<file path="config.mk">
export PLATFORM = sky130hd
export DESIGN_NAME = piano_note_scheduler
export DESIGN_NICKNAME = d
export VERILOG_FILES = /design/src/rtl/piano_note_scheduler.sv
export SDC_FILE = /design/constraint.sdc
export NUM_CORES = 1
export LEC_CHECK = 0
export BUFFER_PORTS_ARGS = -buffer_cell sky130_fd_sc_hd__buf_4
export CELL_PAD_IN_SITES_DETAIL_PLACEMENT = 0
export CELL_PAD_IN_SITES_GLOBAL_PLACEMENT = 1
export CORE_AREA = 3 3 82 123
export DETAILED_ROUTE_END_ITERATION = 6
export DIE_AREA = 0 0 85 126
export GPL_TIMING_DRIVEN = 0
export PLACE_DENSITY = 0.85
export SLEW_MARGIN = 20
export SYNTH_ARGS = -nofsm -noshare
export SYNTH_HDL_FRONTEND = slang
export SYNTH_SLANG_ARGS = --single-unit
</file>
<file path="constraint.sdc">
create_clock -name clk -period 7 [get_ports clk]
set_input_delay 1.05 -clock clk [delete_from_list [all_inputs] [get_ports clk]]
set_output_delay 1.05 -clock clk [all_outputs]
set_load 0.1 [all_outputs]
</file>
<file path="src/rtl/piano_note_scheduler.sv">
// piano_note_scheduler: PS/2 make/break sequencer with a last-pressed note stack.
// Optional space-bar sustain pedal is built when SCHED_SUSTAIN_EN is defined.
module piano_note_scheduler #(
  parameter int unsigned DEPTH     = 4,
  parameter int unsigned MIN_HOLD  = 500000,
  parameter logic [5:0]  STOP_CODE = 6'h3F
) (
  input  logic       clk,
  input  logic       reset_n,
  input  logic [7:0] scan_code,
  input  logic       scan_code_ready,
  output logic [7:0] map_code,
  output logic       map_ready,
  input  logic [5:0] map_note,
  output logic [5:0] note,
  output logic       note_valid,
  output logic       drop
);

  localparam int CW = $clog2(DEPTH + 1);
  localparam int IW = $clog2(DEPTH);
  localparam int TW = $clog2(MIN_HOLD + 1);
  localparam logic [TW-1:0] HOLD_LD = TW'(MIN_HOLD - 1);
  localparam logic [7:0] BRK_B = 8'hF0;
  localparam logic [7:0] EXT_B = 8'hE0;
`ifdef SCHED_SUSTAIN_EN
  localparam logic [7:0] SPC_B = 8'h29;
`endif

  typedef enum logic [2:0] {
    IDLE, BRK, EXT, EXT_BRK, LOOKUP
  } state_t;

  state_t          state_q, state_d;
  logic            brk_q, brk_d;
  logic [7:0]      code_q, code_d;
  logic [5:0]      stk_q [DEPTH];
  logic [5:0]      stk_d [DEPTH];
  logic [DEPTH-1:0] rel_q, rel_d;
  logic [CW-1:0]   cnt_q, cnt_d;
  logic [TW-1:0]   tmr_q, tmr_d;
  logic [5:0]      note_q, note_d;
  logic            valid_q, valid_d;
  logic            drop_q;
  logic            sus_q, sus_d;

  logic            hit;
  logic [IW-1:0]   hit_idx;
  logic [DEPTH-1:0] keep;
  logic [DEPTH-1:0] rel_m;
  logic            do_push;
  logic [5:0]      c_stk [DEPTH];
  logic [DEPTH-1:0] c_rel;
  logic [CW-1:0]   c_cnt;
  logic            chg;

  always_comb begin
    state_d = state_q;
    brk_d   = brk_q;
    code_d  = code_q;
    sus_d   = sus_q;
    unique case (state_q)
      IDLE: if (scan_code_ready) begin
        if (scan_code == BRK_B) state_d = BRK;
        else if (scan_code == EXT_B) state_d = EXT;
`ifdef SCHED_SUSTAIN_EN
        else if (scan_code == SPC_B) sus_d = 1'b1;
`endif
        else begin
          code_d  = scan_code;
          brk_d   = 1'b0;
          state_d = LOOKUP;
        end
      end
      BRK: if (scan_code_ready) begin
        if (scan_code == EXT_B) state_d = EXT_BRK;
        else if (scan_code == BRK_B) state_d = BRK;
`ifdef SCHED_SUSTAIN_EN
        else if (scan_code == SPC_B) begin
          sus_d   = 1'b0;
          state_d = IDLE;
        end
`endif
        else begin
          code_d  = scan_code;
          brk_d   = 1'b1;
          state_d = LOOKUP;
        end
      end
      EXT: if (scan_code_ready) begin
        state_d = (scan_code == BRK_B) ? EXT_BRK : IDLE;
      end
      EXT_BRK: if (scan_code_ready) state_d = IDLE;
      LOOKUP:  state_d = IDLE;
      default: state_d = IDLE;
    endcase
  end

  always_comb begin
    hit     = 1'b0;
    hit_idx = '0;
    for (int i = 0; i < DEPTH; i++) begin
      if (!hit && CW'(i) < cnt_q && stk_q[i] == map_note) begin
        hit     = 1'b1;
        hit_idx = IW'(i);
      end
    end
    rel_m   = rel_q;
    keep    = '1;
    do_push = 1'b0;
    if (state_q == LOOKUP && map_note != STOP_CODE) begin
      if (brk_q) begin
        if (hit) begin
`ifdef SCHED_SUSTAIN_EN
          if (sus_q) rel_m[hit_idx] = 1'b1;
          else keep[hit_idx] = 1'b0;
`else
          keep[hit_idx] = 1'b0;
`endif
        end
      end else if (!hit) begin
        do_push = 1'b1;
      end
`ifdef SCHED_SUSTAIN_EN
      else if (rel_q[hit_idx]) begin
        keep[hit_idx] = 1'b0;
        do_push       = 1'b1;
      end
`endif
    end
`ifdef SCHED_SUSTAIN_EN
    if (sus_q && !sus_d) keep = ~rel_q;
`endif
    // Compact surviving entries toward the top, then optionally push.
    c_stk = stk_q;
    c_rel = rel_m;
    c_cnt = '0;
    for (int i = 0; i < DEPTH; i++) begin
      if (CW'(i) < cnt_q && keep[i]) begin
        c_stk[IW'(c_cnt)] = stk_q[i];
        c_rel[IW'(c_cnt)] = rel_m[i];
        c_cnt = c_cnt + 1'b1;
      end
    end
    stk_d = c_stk;
    rel_d = c_rel;
    cnt_d = c_cnt;
    if (do_push) begin
      for (int i = DEPTH - 1; i > 0; i--) begin
        stk_d[i] = c_stk[i-1];
        rel_d[i] = c_rel[i-1];
      end
      stk_d[0] = map_note;
      rel_d[0] = 1'b0;
      cnt_d = (c_cnt == CW'(DEPTH)) ? c_cnt : c_cnt + 1'b1;
    end
  end

  always_comb begin
    chg     = (cnt_d != '0) && (cnt_q == '0 || stk_d[0] != stk_q[0]);
    note_d  = note_q;
    valid_d = valid_q;
    tmr_d   = (tmr_q != '0) ? tmr_q - 1'b1 : '0;
    if (cnt_d != '0) begin
      note_d  = stk_d[0];
      valid_d = 1'b1;
      if (chg) tmr_d = HOLD_LD;
    end else if (tmr_q == '0) begin
      note_d  = STOP_CODE;
      valid_d = 1'b0;
    end
  end

  always_ff @(posedge clk or negedge reset_n) begin
    if (!reset_n) begin
      state_q <= IDLE;
      brk_q   <= 1'b0;
      code_q  <= 8'h00;
      stk_q   <= '{default: '0};
      rel_q   <= '0;
      cnt_q   <= '0;
      tmr_q   <= '0;
      note_q  <= STOP_CODE;
      valid_q <= 1'b0;
      drop_q  <= 1'b0;
    end else begin
      state_q <= state_d;
      brk_q   <= brk_d;
      code_q  <= code_d;
      stk_q   <= stk_d;
      rel_q   <= rel_d;
      cnt_q   <= cnt_d;
      tmr_q   <= tmr_d;
      note_q  <= note_d;
      valid_q <= valid_d;
      drop_q  <= (state_q == LOOKUP) && scan_code_ready;
    end
  end

`ifdef SCHED_SUSTAIN_EN
  always_ff @(posedge clk or negedge reset_n) begin
    if (!reset_n) sus_q <= 1'b0;
    else sus_q <= sus_d;
  end
`else
  assign sus_q = 1'b0;
`endif

  assign map_code   = code_q;
  assign map_ready  = (state_q == LOOKUP);
  assign note       = note_q;
  assign note_valid = valid_q;
  assign drop       = drop_q;

endmodule

</file>
Word level (Yosys, flattened, before mapping)
Cells that the tools add are included.
Word-level totals
  flip-flop bits (word level): 66
  word-level logic and storage cells: 150
  input port bits: 17
  output and inout port bits: 17
Cells by class
  equality and inequality tests: 21
  bitwise logic cells: 4
  order comparisons: 12
  add/subtract/negate cells: 5
  muxes and demuxes: 65
  reduce and logical (&&, ||, !) cells: 31
Operators by type and width (count)
  $mux 24: 4
  $bwmux 24: 3
  $mux 19: 3
  $mux 8: 6
  $mux 3: 13
  $demux 6 s2: 3
  $mux 6: 5
  $eq 6x6->1: 4
  $logic_not 19->1: 1
  $reduce_bool 19->1: 1
  $sub 19x1->19 const B: 1
  $logic_and 1x1->1: 18
  $mux 1: 18
  $eq 8x8->1 const B: 2
  $ne 2x2->1 const B: 8
  $pmux 8 s2: 1
  $add 3x1->3 const B: 4
  $mux 4: 3
  $pmux 3 s4: 1
  $ge 3x3->1 const B: 3
  $lt 3x1->1 const B: 3
  $not 2->3: 3
  $reduce_and 7->1: 1
  $eq 3x2->1 const B: 2
  other kinds (18): 27

Logic depth before layout (Yosys ltp)
  word-level depth: 42
  depth in mapped cells: 25

Worst setup path before layout
OpenSTA, ideal clock, no wires.
  path kind: register to register
  start: register state_q[0]
  end: register tmr_q[13]
  arrival time: 5492 ps
  path slack: 1369 ps
  period minus slack after synthesis: 5631 ps
  cell stages (with the launch flop): 23
  setup time: 139 ps
  cell sequence: dfrtp_1 -> nor3b_2 -> o211ai_2 -> a21oi_1 -> a21oi_1 -> ha_1 -> nor2_1 -> a41oi_1 -> nand2_2 -> inv_1 -> ha_1 -> and2_1 -> o41a_1 -> o21bai_4 -> ha_1 -> a2111oi_0 -> nand4_1 -> mux2i_1 -> a2111oi_1 -> a311oi_2 -> a41o_4 -> buf_6 -> o21ai_2
Between the ends
  longest elaborated chain between the ends: 22
  elaborated cells on any way between the ends: 50
RTL lines
  start: declaration: line 34  | state_t state_q, state_d;
  start signal: assignment: line 187  | state_q <= state_d;
  $eq 3x3->1 *
  via map_ready: line 13  | output logic map_ready,
  $logic_and 1x1->1 *: line 111  | if (state_q == LOOKUP && map_note != STOP_CODE) begin
  $mux 4: line 111
  $logic_and 1x1->1: line 139  | if (CW'(i) < cnt_q && keep[i]) begin
  $mux 1: line 139
  $add 3x1->3 / $not 2->3 (equally long branches): line 142, 140
  $mux 3 (tied with other cells): line 139
  [... 8 more ...]
  $mux 24: line 139
  $mux 24: line 148  | if (do_push) begin
  $ne 6x6->1: line 160  | chg = (cnt_d != '0) && (cnt_q == '0 || stk_d[0] != stk_q[0]);
  $logic_or 1x1->1: line 160
  $logic_and 1x1->1: line 160
  $mux 19: line 167  | if (chg) tmr_d = HOLD_LD;
  $mux 19 *: line 164  | if (cnt_d != '0) begin
  via tmr_d[13]: line 41  | logic [TW-1:0] tmr_q, tmr_d;
  end signal: assignment: line 193  | tmr_q <= tmr_d;
  end: declaration: line 41
Mark *: on every way through the listed nets, which the timed path passes. The rest lies on a longest branch.
A chain may end at the register's enable or synchronous reset.

Final worst setup path
  start: input map_note[0]
  end: register tmr_q[13]
Between the ends
  longest elaborated chain between the ends: 42
  elaborated cells on any way between the ends: 81
RTL lines
  start: declaration: line 14  | input logic [5:0] map_note,
  $eq 6x6->1: line 103  | if (!hit && CW'(i) < cnt_q && stk_q[i] == map_note) begin
  $logic_and 1x1->1: line 103
  $mux 1: line 103
  $logic_not 1->1: line 103
  $logic_and 1x1->1 (2 in series): line 103
  $mux 1: line 103
  $logic_not 1->1: line 103
  $logic_and 1x1->1 (2 in series): line 103
  [... 25 more ...]
  $mux 24: line 139
  $mux 24: line 148
  $ne 6x6->1: line 160
  $logic_or 1x1->1: line 160
  $logic_and 1x1->1: line 160
  $mux 19: line 167
  $mux 19 *: line 164
  via tmr_d[13]: line 41
Marks and branches as above.

==> impl_metrics.json <==
{
  "synth_compound_area_frac": 0.152,
  "synth_nets": 492,
  "synth_area_per_cell_um2": 9.32,
  "hold_viol_final": 0,
  "die_w_um": 85,
  "synth_edf_count": 0,
  "track_usage": 0.206,
  "status": "completed",
  "r2r-end": "tmr_q[13]$_DFF_PN0_",
  "grt_pass1_wl_mm": 17.4,
  "io_buffers": 27,
  "cts_max_level": 3,
  "antenna_found_initial": 0,
  "synth-simple-area-share": 0.196,
  "min_path_type": "register to register",
  "ys_ff_latch": 66,
  "postCtsHoldBufs": 0,
  "cp_max_fo": 10,
  "firstDrtPassIters": 4,
  "synth_top_family_by_area": "simple AND/OR/NAND/NOR gates",
  "hold_path_depth": 2,
  "synthArstFlopShare": 1.00,
  "path_class": "input pin to register",
  "grt_pass1_vias": 3431,
  "hold_ws_ns": 0.478,
  "r2r-start": "stk_q[23]$_DFF_PN0_",
  "worst_hold_path.endpoint": "map_code[3]$_DFFE_PN0P_",
  "rsz0062_at_grt": "false",
  "post_cts_buffers": 0,
  "max_freq_mhz": 162,
  "numCtsBuffers": 9,
  "dp.cells": 606,
  "final.period_utilization": 0.881,
  "arrival_ns": 6.36,
  "p_leak_nw": 2.19,
  "finalWorstSetupSlack_ns": 0.832,
  "start_kind": "input pin",
  "clock_latency_ns": 0.33,
  "clk_path_buf_depth": 2,
  "power_mw": 2.45,
  "num_vias": 3469,
  "synthToLayoutAreaGrowth_pct": 14.4,
  "start_util": 0.472,
  "relSlewSlack": 0.284,
  "tns_ns": 0,
  "mostFrequentLayoutCell": "nand2_1",
  "nets": 531,
  "synth_xor_area_frac": 0.113,
  "drtAntennaViolNets": 0,
  "setup_viol": 0,
  "cts_tree": "done",
  "syn-cell-area_um2": 4340,
  "drive_gt1_frac": 0.204,
  "hpwl_mm": 7.91,
  "routed_via_density": 5.58,
  "ctsRootBufferMaster": "clkbuf_16",
  "synthDistinctLibCells": 68,
  "die_h_um": 126,
  "fin_worst_skew_ns": 0.00483,
  "synthCells": 466,
  "worst_pin_slew_ns": 1.07,
  "overflow": 0,
  "core-area_um2": 9200,
  "final_area_um2": 4970,
  "dieArea_um2": 10700,
  "ff2ff_path_depth": 24,
  "ys_warn_count": 0,
  "ctsResizeCount": 0,
  "powerDensity_nw_per_um2": 492,
  "fill_cells": 844,
  "synthMuxAreaShare": 0.0847,
  "r2r_slack_ns": 1.19,
  "hold_path_startpoint": "map_code[3]$_DFFE_PN0P_",
  "period_needed_ns": 6.17,
  "most-common-layout-cells": "nand2_1 (63), dfrtp_1 (60), nor2_1 (41)",
  "placedInstanceArea_um2": 4700,
  "max_cap_viol_count": 0,
  "io_pins": 34,
  "fin_cells": 622,
  "clk_pin_slew_ns": 0.06,
  "wirelength_mm": 10.6,
  "num_antenna_cells": 0,
  "grt_max_degree": 67,
  "synth_adder_area_share": 0.0259,
  "final_core_util": 0.540,
  "place_congestion": 0.939,
  "place_ws_ns": 0.595,
  "drt_iter0_drc": 190,
  "drc_errors": 0,
  "maxSlewViolCount": 0,
  "ir_drop_mv": 0.449,
  "cp.required_ns": 7.19,
  "cp-end-kind": "register",
  "yosysSeqAreaShare": 0.382,
  "cts.sinks": 66,
  "row_count": 43,
  "wire_per_inst_um": 17.0,
  "synthFlopType": "dfrtp_1"
}
## how the worst max path moves through the flow
stage                                     end  slack [ns]                    from  cells after the start
final                     tmr_q[13]$_DFF_PN0_        0.83             map_note[0]                     24
after global routing      tmr_q[13]$_DFF_PN0_        0.51             map_note[0]                     24
after CTS                 tmr_q[16]$_DFF_PN0_        0.94             map_note[0]                     24
after detailed placement  tmr_q[13]$_DFF_PN0_        0.60             map_note[0]                     24
after global placement     tmr_q[3]$_DFF_PN0_        0.78             map_note[0]                     24
after floorplan           tmr_q[13]$_DFF_PN0_        1.37  state_q[0]$_DFFE_PN0P_                     22
## flip-flops by register name, indices dropped and copies added (netlist names)
name        count
brk_q           1
state_q         3
tmr_q          19
drop            1
note_valid      1
note            6
cnt_q           3
stk_q          24
map_code        8
## Yosys cell counts (2+ instances only)
cell type   n  share of area
o21a_1      5         0.0086
a21oi_1    25          0.029
buf_2       7         0.0081
nor4_1      5         0.0072
a221oi_1    2         0.0040
nand2_2     2         0.0029
and3_1      9          0.013
o22ai_1     2         0.0029
and2_1      4         0.0058
nand3_1     3         0.0035
nand4_2     2         0.0058
buf_6       3         0.0078
clkbuf_1   13          0.011
or3_1       4         0.0058
or2_2       2         0.0029
xor2_1     31          0.063
dfstp_2     6          0.036
a21o_1      2         0.0035
o41a_1      2         0.0052
nor3_1      9          0.010
dfrtp_1    60           0.35
o21ai_0    18          0.021
and4_1      5          0.010
a2111oi_0   4         0.0081
nand4_1     6         0.0086
o21ai_2     9          0.018
inv_2       2         0.0017
inv_1      17          0.015
nand2b_1    2         0.0029
nor2_1     41          0.035
ha_1        9          0.026
mux2_2     11          0.029
or4_1       2         0.0035
xnor2_1    23          0.046
o21ai_1     2         0.0023
o31a_1      2         0.0040
nand2_1    63          0.054
o41ai_1     2         0.0040
mux2i_1    21          0.048
## critical path: stages
cell and delay (ns):
buf_2 0.16, xor2_1 0.18, nor3_1 0.37, nand2_1 0.28
o21ai_0 0.33, inv_1 0.08, ha_1 0.23, nor2_1 0.11
a41oi_1 0.18, nand2_2 0.17, inv_1 0.08, ha_1 0.28
and2_1 0.16, o41a_1 0.13, o21bai_4 0.19, ha_1 0.25
a2111oi_0 0.51, nand4_1 0.17, mux2i_1 0.19, a2111oi_1 0.09
a311oi_2 0.64, a41o_4 0.26, buf_6 0.18, o21ai_2 0.07
## power breakdown
group | switching (mW) | internal (mW)
clock | 0.169 | 0.238
sequential | 0.121 | 0.507
combinational | 0.883 | 0.528
total | 1.17 | 1.27
## layout make-up
| class | count | area, um2 | share of cell area |
|---|---|---|---|
| inverter | 20 | 75.1 | 0.0151 |
| buffer | 24 | 125 | 0.0252 |
| tap | 112 | 140 | 0.0282 |
| sequential | 66 | 1660 | 0.334 |
| multi-input combinational | 356 | 2490 | 0.501 |
| timing repair buffer | 28 | 208 | 0.0418 |
| clock inverter | 7 | 45.0 | 0.00907 |
| clock buffer | 9 | 225 | 0.0453 |
## metal layers
layer,global-route usage,vias up,wire (um)
met3,0.0360,16,312
met5,0,-,0
li1,-,1711,-
met2,0.372,52,5750
met1,0.233,1690,4290
met4,0.0895,0,209
## kinds of logic (layout without fill, tap and decap cells)
kind of cell,count (synthesis),in the layout
buffers and inverters,44,88
xor gates and xnor gates,55,55
muxes,34,34
and+or+nand+nor,167,167
DFF,66,66
AOI/OAI and AO/OA,91,91
adders and majority gates,9,9
(Power assumes the default switching activity.)
